**src/rtl/send_arbiter.sv**
```systemverilog
// Round-robin, packet-granular arbiter feeding the framing send ring and
// its packet-length FIFO from NREQ independent byte producers.
module send_arbiter #(
  parameter int NREQ     = 4,
  parameter int LEN_BITS = 7
) (
  input  logic                  clk,
  input  logic                  rst,
  input  logic [NREQ-1:0]       req_valid,
  input  logic [8*NREQ-1:0]     req_data,
  input  logic [NREQ-1:0]       req_last,
  output logic [NREQ-1:0]       req_ready,
  output logic [7:0]            send_ring_data,
  output logic                  send_ring_wr_en,
  input  logic                  send_ring_full,
  output logic [LEN_BITS-1:0]   send_fifo_data,
  output logic                  send_fifo_wr_en,
  input  logic                  send_fifo_full,
  output logic [NREQ-1:0]       grant,
  output logic                  overflow
);

  localparam int IW = $clog2(NREQ);
  localparam logic [LEN_BITS-1:0] MAX_LEN = {LEN_BITS{1'b1}};

  typedef enum logic [1:0] {
    IDLE,
    STREAM,
    DISCARD,
    COMMIT
  } state_t;

  state_t              state;
  state_t              state_d;
  logic [NREQ-1:0]     grant_d;
  logic [LEN_BITS-1:0] count;
  logic [LEN_BITS-1:0] count_d;
  logic [IW-1:0]       last;
  logic [IW-1:0]       last_d;
  logic                overflow_d;

  logic [NREQ-1:0]     pick;
  logic [IW-1:0]       owner;
  logic [7:0]          owner_data;
  logic                owner_valid;
  logic                owner_last;

  // Walk from the farthest slot back to last+1 so the nearest one wins.
  always_comb begin
    pick = '0;
    for (int k = NREQ; k >= 1; k--) begin
      if (req_valid[IW'((int'(last) + k) % NREQ)]) begin
        pick = '0;
        pick[IW'((int'(last) + k) % NREQ)] = 1'b1;
      end
    end
  end

  always_comb begin
    owner      = '0;
    owner_data = '0;
    for (int i = 0; i < NREQ; i++) begin
      if (grant[i]) begin
        owner      = IW'(i);
        owner_data = req_data[8*i +: 8];
      end
    end
  end

  assign owner_valid    = |(req_valid & grant);
  assign owner_last     = |(req_last & grant);
  assign send_ring_data = owner_data;
  assign send_fifo_data = count;

  always_comb begin
    state_d         = state;
    grant_d         = grant;
    count_d         = count;
    last_d          = last;
    overflow_d      = 1'b0;
    req_ready       = '0;
    send_ring_wr_en = 1'b0;
    send_fifo_wr_en = 1'b0;
    unique case (state)
      IDLE: begin
        if (|req_valid) begin
          grant_d = pick;
          state_d = STREAM;
        end
      end
      STREAM: begin
        req_ready = grant & {NREQ{!send_ring_full}};
        if (owner_valid && !send_ring_full) begin
          send_ring_wr_en = 1'b1;
          count_d         = count + 1'b1;
          if (owner_last) begin
            state_d = COMMIT;
          end else if (count == MAX_LEN - 1'b1) begin
            overflow_d = 1'b1;
            state_d    = DISCARD;
          end
        end
      end
      DISCARD: begin
        // Truncated tail: drain the owner without touching the ring.
        req_ready = grant;
        if (owner_valid && owner_last) begin
          state_d = COMMIT;
        end
      end
      COMMIT: begin
        if (!send_fifo_full) begin
          send_fifo_wr_en = 1'b1;
          last_d          = owner;
          grant_d         = '0;
          count_d         = '0;
          state_d         = IDLE;
        end
      end
      default: state_d = IDLE;
    endcase
  end

  always_ff @(posedge clk) begin
    if (rst) begin
      state    <= IDLE;
      grant    <= '0;
      count    <= '0;
      last     <= IW'(NREQ - 1);
      overflow <= 1'b0;
    end else begin
      state    <= state_d;
      grant    <= grant_d;
      count    <= count_d;
      last     <= last_d;
      overflow <= overflow_d;
    end
  end

endmodule

```
**config.mk**
```make
export PLATFORM = sky130hd
export DESIGN_NAME = send_arbiter
export DESIGN_NICKNAME = d
export VERILOG_FILES = /design/src/rtl/send_arbiter.sv
export SDC_FILE = /design/constraint.sdc
export NUM_CORES = 1
export LEC_CHECK = 0
export CAP_MARGIN = 40
export CORE_AREA = 8 8 68 70
export CTS_CLUSTER_DIAMETER = 30
export CTS_CLUSTER_SIZE = 25
export DETAILED_ROUTE_END_ITERATION = 8
export DIE_AREA = 0 0 76 78
export PLACE_DENSITY = 0.94
export SLEW_MARGIN = 5
export SYNTH_ARGS = -nofsm -noshare
export SYNTH_HDL_FRONTEND = slang
export SYNTH_SLANG_ARGS = --single-unit
```
**constraint.sdc**
```tcl
create_clock -name clk -period 4 [get_ports clk]
set_input_delay 0.8 -clock clk [delete_from_list [all_inputs] [get_ports clk]]
set_output_delay 0.8 -clock clk [all_outputs]
set_load 0.02 [all_outputs]
```
Word level (Yosys, flattened, before mapping)
Cells that the tools add are included.
{"block": "totals", "elab_cells": 101, "ff_bits": 16, "inputBits": 44, "out_inout_bits": 26}
{"block": "op_classes", "add_sub_neg": 5, "reduce_logical": 18, "n_lt_le_gt_ge": 8, "n_mux": 50, "eq_ne": 9, "bitwise": 6}
{"op": "$mux 8", "n": 4}
{"op": "$mux 4", "n": 6}
{"op": "$mux 1", "n": 18}
{"op": "$lt 2x4->1 const B", "n": 4}
{"op": "$mux 2", "n": 8}
{"op": "$pmux 4 s2", "n": 2}
{"op": "$mux 7", "n": 2}
{"op": "$pmux 7 s2", "n": 1}
{"op": "$and 4x4->4", "n": 3}
{"op": "$reduce_or 4->1", "n": 3}
{"op": "$bmux 1 s2", "n": 4}
{"op": "$demux 1 s2", "n": 4}
{"op": "$ge 2x1->1 const B", "n": 4}
{"op": "$ne 2x2->1 const B", "n": 4}
{"op": "$pmux 2 s4", "n": 1}
{"op": "$add 7x1->7 const B", "n": 1}
{"op": "$eq 7x7->1 const B", "n": 1}
{"op": "$reduce_or 7->1", "n": 1}
{"op": "$logic_and 1x1->1", "n": 6}
{"op": "$reduce_and 3->1", "n": 2}
{"op": "$reduce_and 5->1", "n": 1}
{"op": "$add 2x1->2 const B", "n": 2}
{"op": "$add 2x2->2 const B", "n": 2}
{"op": "$eq 2x2->1 const B", "n": 2}
{"op": "other kinds (7)", "n": 10}

Logic depth before layout (Yosys ltp)
Gate-level depths: netlist of run 1.
{"block": "depth", "word_depth": 11, "ltp_mapped": 8, "depth_no_buf": 7}

Worst setup path after synthesis of run 1
OpenSTA, ideal clock, no wires.
{"block": "synth_timing", "kind": "register to output", "startpoint": "register grant[0]", "endpoint": "output port send_ring_data[0]", "t_required_ns": 3.200, "n_path_buf": 0, "slack_ns": 1.466, "stages_incl_launch_ff": 5, "t_arrival_ns": 1.734, "cell_sequence": "dfxtp_1 > inv_1 > nor4_1 > a22oi_1 > o21ai_0"}
{"block": "synth_between", "elab_chain_len": 4}
{"item": "start: declaration", "line_no": "19", "source": "output logic [NREQ-1:0] grant,"}
{"item": "start signal: assignment", "line_no": "133", "source": "grant <= grant_d;"}
{"item": "$mux 8 (4 in a row)", "line_no": "63", "source": "if (grant[i]) begin"}
{"item": "end: declaration", "line_no": "13", "source": "output logic [7:0] send_ring_data,"}
No other way between the ends.

Worst setup path in the final report of run 1
{"block": "layout_timing", "startpoint": "input port req_valid[0]", "endpoint": "output port send_ring_wr_en"}
{"block": "layout_between", "elab_chain_len": 5}
{"item": "start: declaration", "line_no": "9", "source": "input logic [NREQ-1:0] req_valid,"}
{"item": "$and 4x4->4", "line_no": "70", "source": "assign owner_valid = |(req_valid & grant);"}
{"item": "$reduce_or 4->1", "line_no": "70"}
{"item": "$logic_and 1x1->1", "line_no": "93", "source": "if (owner_valid && !send_ring_full) begin"}
{"item": "$mux 1", "line_no": "93"}
{"item": "$mux 1", "line_no": "84", "source": "unique case (state)"}
{"item": "end: declaration", "line_no": "14", "source": "output logic send_ring_wr_en,"}
No other way between the ends.

==> results.py, run 1 <==
metrics = {
    "pwr": {
        "leakage_nw": 0.8577,
        "pwr_density_cell_mw_per_mm2": 456.4,
        "totalPowerFinal_w": 0.001049,
        "ir_worst_vdd_mv": 0.2873,
    },
    "detailed_routing": {
        "dr_total_vias": 1771,
        "ant_nets": 0,
        "dr.pass1.iters": 4,
        "routed_wl_mm": 5.057,
        "drt_iter0_drc": 99,
        "avgViaCountPerCell": 5.788,
        "drc_errors": 0,
        "wl_per_cell_um": 16.53,
    },
    "yosys": {
        "ys.warnings.count": 0,
        "syn_area_mm2": 0.001541,
        "synth-seq-cells": 16,
        "ys_seq_area_frac": 0.2078,
        "avgSynthCellArea_um2": 8.071,
        "synth-async-reset-ratio": 0,
        "synth_edf_count": 0,
        "synth_cell_type_count": 41,
        "syn_nets": 247,
        "synthFlopType": "dfxtp_1",
        "syn_inst": 191,
    },
    "worst_setup_path": {
        "cp-start-kind": "input port",
        "ff2ff_path_depth": 5,
        "cp_slowest_stage_delay_ns": 0.54,
        "r2r_slack_ns": 1.32,
        "critical_path_buf_inv_count": 2,
        "cp_top_family": "buffers and inverters",
        "path_cells": "clkdlybuf4s50_1 -> a22oi_1 -> a21o_1 -> nor2_1 -> clkdlybuf4s50_1",
        "r2r-end": "grant[0]",
        "critical_path_depth": 5,
        "slowest_stage": "clkdlybuf4s50_1",
        "crit_type": "in -> out",
        "critPathRequiredTime_ns": 3.20,
        "cp_max_fo": 9,
        "end_kind": "output port",
        "crit_arrival_ns": 2.64,
        "r2r_start": "last[0]",
        "cp_common_cell": "clkdlybuf4s50_1",
    },
    "clocking": {
        "clkTransAtPathRegs_ns": 0.09,
        "clock_latency_ns": 0.30,
        "cts.path.max_buffers": 2,
        "cts_resized": 0,
        "postCtsSetupBuffers": 0,
        "hold_buffers": 0,
        "htree_levels": 1,
        "cts_buffers": 3,
        "cts.sinks": 16,
        "tritoncts": "done",
        "cts_root_buffer": "clkbuf_4",
    },
    "finish": {
        "antenna_cells": 0,
        "regArea_um2": 320.3,
        "final_common_cell": "clkdlybuf4s50_1",
        "multiInputGateArea_mm2": 0.001116,
        "fillers": 302,
        "final_cell_mix": "clkdlybuf4s50_1 (69), nor2_1 (22), a22oi_1 (21)",
        "drive_gt1_frac": 0.05426,
        "nNetsFinal": 315,
        "area_delta_synth_final_pct": 49.11,
    },
    "global_routing": {
        "grt_remaining_overflow": 0,
        "antenna_found_initial": 0,
        "track_usage": 0.1632,
        "grt_pass1_wl_mm": 8.217,
        "grt_max_degree": 23,
        "grt_pass1_vias": 1716,
    },
    "floorplanning": {
        "rows": 22,
        "die_w_um": 76,
        "io_pins": 70,
        "core_mm2": 0.003551,
        "fp.dieArea_mm2": 0.005928,
        "die_y_um": 78,
        "start_util": 0.4341,
    },
    "sta": {
        "finalSetupViolations": 0,
        "timing.final.max_slew_violations": 0,
        "min_period_over_period": 0.8603,
        "rsz0062_at_grt": "false",
        "worstMarginPinSlew_ns": 0.8090,
        "slew_headroom": 0.4550,
        "skew_ns": 0.01457,
        "final.setup.tns_ns": 0,
        "finalHoldViolCount": 0,
        "fmax_mhz": 290.6,
        "final.min_clock_period_ns": 3.441,
    },
    "placement": {
        "finalWeightedCongestion": 0.9221,
        "place_hpwl_mm": 3.946,
        "portBuffers": 69,
    },
    "min_path": {
        "hold_class": "reg -> reg",
        "min_to": "state[1]",
        "hp-start": "state[1]",
        "hold_depth": 2,
    },
    "flow_run": {
        "cap_violations": 0,
    },
    "run_status": {
        "status": "finished clean",
    },
}
## metrics by stage
step | hold WS [ns] | std cells | utilization | instance area, um2 | setup slack [ns]
global route | 0.5938 | 306 | 0.6473 | 2298 | 0.4675
global placement | 0.5034 | 302 | 0.6371 | 2262 | 0.6006
detailed placement | 0.5226 | 302 | 0.6371 | 2262 | 0.5693
finish | 0.5373 | 306 | 0.6473 | 2298 | 0.5587
CTS | 0.5409 | 306 | 0.6473 | 2298 | 0.5624
floorplan | 0.4819 | 191 | - | 1541 | 1.466
## per-layer routing
metal	vias up	part of all wire	wire [um]	global-route usage
met5	-	0	0	0
met4	0	0.016	80	0.05294
met3	11	0.043	219	0.03226
met2	54	0.49	2475	0.2716
met1	842	0.45	2281	0.2054
li1	864	-	-	-
## worst reg2reg max path: stages, from the launching register on
cell,delay (ns)
dfxtp_1,0.68
inv_1,0.17
ha_1,0.47
mux4_1,0.73
a211o_1,0.35
a211oi_2,0.21
## worst max path at each step
stage | endpoint | slack, ns | start
3_5_place_dp | send_ring_wr_en | 0.57 | req_valid[0]
5_1_grt | send_ring_wr_en | 0.47 | req_valid[0]
6_report | send_ring_wr_en | 0.56 | req_valid[0]
2_1_floorplan | send_ring_data[0] | 1.47 | grant[0]
3_3_place_gp | send_ring_wr_en | 0.60 | req_valid[0]
4_1_cts | send_ring_wr_en | 0.56 | req_valid[0]
## Yosys cell counts, drive strengths merged, types with 2 or more instances
| library cell | count | area, um2 |
|---|---|---|
| nor2 | 22 | 82.58 |
| a22oi | 21 | 157.7 |
| dfxtp | 16 | 320.3 |
| inv | 16 | 60.06 |
| o21ai | 16 | 80.07 |
| a21oi | 12 | 63.81 |
| ha | 12 | 150.1 |
| a211oi | 8 | 70.06 |
| nand2 | 8 | 30.03 |
| mux2i | 6 | 60.06 |
| xnor2 | 5 | 43.79 |
| clkbuf | 4 | 15.01 |
| nand2b | 4 | 25.02 |
| a2111oi | 3 | 38.79 |
| a211o | 3 | 26.28 |
| a2bb2oi | 3 | 26.28 |
| buf | 3 | 21.27 |
| mux4 | 3 | 71.32 |
| nand3 | 3 | 15.01 |
| nor4 | 3 | 18.77 |
| a221oi | 2 | 17.52 |
| a22o | 2 | 17.52 |
| o22a | 2 | 17.52 |
| o311a | 2 | 20.02 |
| or4 | 2 | 15.01 |
## kinds of logic (layout without fill, tap and decap cells)
group | after synthesis | in the layout | synth area share
adders and majority gates | 12 | 12 | 0.09740
DFF | 16 | 16 | 0.2078
buffers and inverters | 24 | 91 | 0.06818
and+or+nand+nor | 47 | 47 | 0.1445
muxes | 10 | 10 | 0.09253
xor gates and xnor gates | 5 | 5 | 0.02841
AOI/OAI and AO/OA | 77 | 77 | 0.3612
## state kept, by name (all words and copies together), names as in the netlist
| signal | count |
|---|---|
| last | 2 |
| state | 2 |
| grant | 4 |
| send_fifo_data | 7 |
| overflow | 1 |
## layout make-up
cell class / count / share of cell area
well taps: 48 / 0.02613
repair buffers: 71 / 0.3070
clock buffers: 4 / 0.01579
inverters: 16 / 0.02613
multi-input cells: 151 / 0.4856
flip-flops and latches: 16 / 0.1394
## where the power goes
group          switching [W]  internal, W
registers          0.0000532     0.000189
clock network      0.0000564    0.0000555
logic               0.000380     0.000314
total               0.000490     0.000559
No activity file was read; power rests on OpenSTA's default activity.
==> run 2: changes to the inputs <==
--- a/config.mk
+++ b/config.mk
@@ -6,11 +6,11 @@
 export NUM_CORES = 1
 export LEC_CHECK = 0
 export CAP_MARGIN = 40
-export CORE_AREA = 8 8 68 70
+export CORE_AREA = 4 4 64 66
 export CTS_CLUSTER_DIAMETER = 30
 export CTS_CLUSTER_SIZE = 25
 export DETAILED_ROUTE_END_ITERATION = 8
-export DIE_AREA = 0 0 76 78
+export DIE_AREA = 0 0 68 70
 export PLACE_DENSITY = 0.94
 export SLEW_MARGIN = 5
 export SYNTH_ARGS = -nofsm -noshare
==> results.py, run 2 (synthesized netlist as in run 1, its figures left out) <==
metrics = {
    "clocking": {
        "cts.sinks": 16,
        "tritoncts": "done",
        "clock_latency_ns": 0.30,
        "clkTransAtPathRegs_ns": 0.10,
        "htree_levels": 1,
        "cts_buffers": 3,
        "cts_resized": 0,
        "cts.path.max_buffers": 2,
        "postCtsSetupBuffers": 0,
        "hold_buffers": 0,
        "cts_root_buffer": "clkbuf_4",
    },
    "sta": {
        "final.min_clock_period_ns": 3.469,
        "rsz0062_at_grt": "false",
        "finalSetupViolations": 0,
        "timing.final.max_slew_violations": 0,
        "final.setup.tns_ns": 0,
        "finalHoldViolCount": 0,
        "slew_headroom": 0.4392,
        "min_period_over_period": 0.8672,
        "worstMarginPinSlew_ns": 0.8324,
        "fmax_mhz": 288.3,
        "skew_ns": 0.002909,
    },
    "pwr": {
        "seqPwrFrac": 0.229,
        "pwr_density_cell_mw_per_mm2": 460.7,
        "totalPowerFinal_w": 0.001059,
        "power.share.switching": 0.4720,
        "power.internal_w": 0.0005591,
        "combPwrFrac": 0.667,
        "leakage_nw": 0.8577,
        "ir_worst_vdd_mv": 0.3620,
        "clock_power_share": 0.105,
        "p_sw_w": 0.0004998,
    },
    "finish": {
        "final_cell_mix": "clkdlybuf4s50_1 (69), nor2_1 (22), a22oi_1 (21)",
        "fin_area_mm2": 0.002298,
        "nNetsFinal": 315,
        "final_common_cell": "clkdlybuf4s50_1",
        "multiInputGateArea_mm2": 0.001116,
        "drive_gt1_frac": 0.05426,
        "area_delta_synth_final_pct": 49.11,
        "largest_reg_flops": 7,
        "regArea_um2": 320.3,
        "fillers": 314,
        "antenna_cells": 0,
    },
    "placement": {
        "portBuffers": 69,
        "place_hpwl_mm": 3.803,
        "place_area_mm2": 0.002262,
        "finalWeightedCongestion": 0.8581,
    },
    "worst_setup_path": {
        "cp-start-kind": "input port",
        "crit_arrival_ns": 2.67,
        "cp_common_cell": "clkdlybuf4s50_1",
        "ff2ff_path_depth": 5,
        "crit_type": "in -> out",
        "slowest_stage": "clkdlybuf4s50_1",
        "path_cells": "clkdlybuf4s50_1 -> a22oi_1 -> a21o_1 -> nor2_1 -> clkdlybuf4s50_1",
        "r2r_slack_ns": 1.32,
        "critPathRequiredTime_ns": 3.20,
        "cp_max_fo": 9,
        "cp_slowest_stage_delay_ns": 0.54,
        "end_kind": "output port",
    },
    "detailed_routing": {
        "avgViaCountPerCell": 5.915,
        "wl_per_cell_um": 16.43,
        "dr_total_vias": 1810,
        "routed_wl_mm": 5.027,
        "dr.pass1.iters": 4,
        "ant_nets": 0,
        "drt_iter0_drc": 118,
        "drc_errors": 0,
    },
    "global_routing": {
        "grt_remaining_overflow": 0,
        "track_usage": 0.2118,
        "antenna_found_initial": 0,
        "grt_pass1_wl_mm": 8.100,
        "grt_max_degree": 23,
        "grt_pass1_vias": 1755,
    },
    "floorplanning": {
        "io_pins": 70,
        "die_y_um": 70,
        "rows": 22,
        "start_util": 0.4308,
        "core_mm2": 0.003578,
        "fp.dieArea_mm2": 0.004760,
        "die_w_um": 68,
    },
    "flow_run": {
        "cap_violations": 0,
    },
    "min_path": {
        "hold_class": "reg -> reg",
        "hold_depth": 2,
    },
    "run_status": {
        "status": "finished clean",
    },
}
## run 2: cell counts in the layout (fill, tap and decap cells not counted)
No cell type changed its count.
## run 2: cell type report
type / instances / share of cell area
Inverter: 16 / 0.02613
Clock buffer: 4 / 0.01579
Sequential cell: 16 / 0.1394
Tap cell: 48 / 0.02613
Multi-Input combinational cell: 151 / 0.4856
Timing Repair Buffer: 71 / 0.3070
## run 2: path summary, 6_finish.rpt
check,start,end
setup / recovery,req_valid[1],send_ring_wr_en
setup reg to reg,last[0],grant[0]
hold reg to reg,state[1],state[1]
hold / removal,state[1],state[1]
## run 2: power groups by stage
| stage | clock network, W | logic, W | registers [W] |
|---|---|---|---|
| after CTS | 0.000114 | 0.000699 | 0.000241 |
| after floorplan | 0 | 0.000425 | 0.000246 |
| after detailed placement | 0 | 0.000691 | 0.000244 |
| final | 0.000111 | 0.000706 | 0.000242 |
| after global routing | 0.000120 | 0.000761 | 0.000249 |
| after global placement | 0 | 0.000675 | 0.000243 |
## run 2: metrics by stage
step / utilization / std cells / hold slack (ns) / worst slack, ns
final: 0.6423 / 306 / 0.5276 / 0.5312
after global routing: 0.6423 / 306 / 0.5462 / 0.4232
after CTS: 0.6423 / 306 / 0.5330 / 0.5605
after detailed placement: 0.6322 / 302 / 0.5114 / 0.5642
after global placement: 0.6322 / 302 / 0.5062 / 0.6131
after floorplan: - / 191 / 0.4819 / 1.466
## run 2: critical path, delay by kind of cell
kind	cells	cell delay, ns
buffers and inverters	2	1.05
and+or+nand+nor	1	0.07
AOI/OAI and AO/OA	2	0.73
## run 2: routing by layer
layer  GRT usage  wire [um]  vias up
li1            -          -      862
met1      0.2933       2211      860
met2      0.3415       2481       75
met3     0.02894        263       13
met4     0.04857         70        0
met5           0          0        -
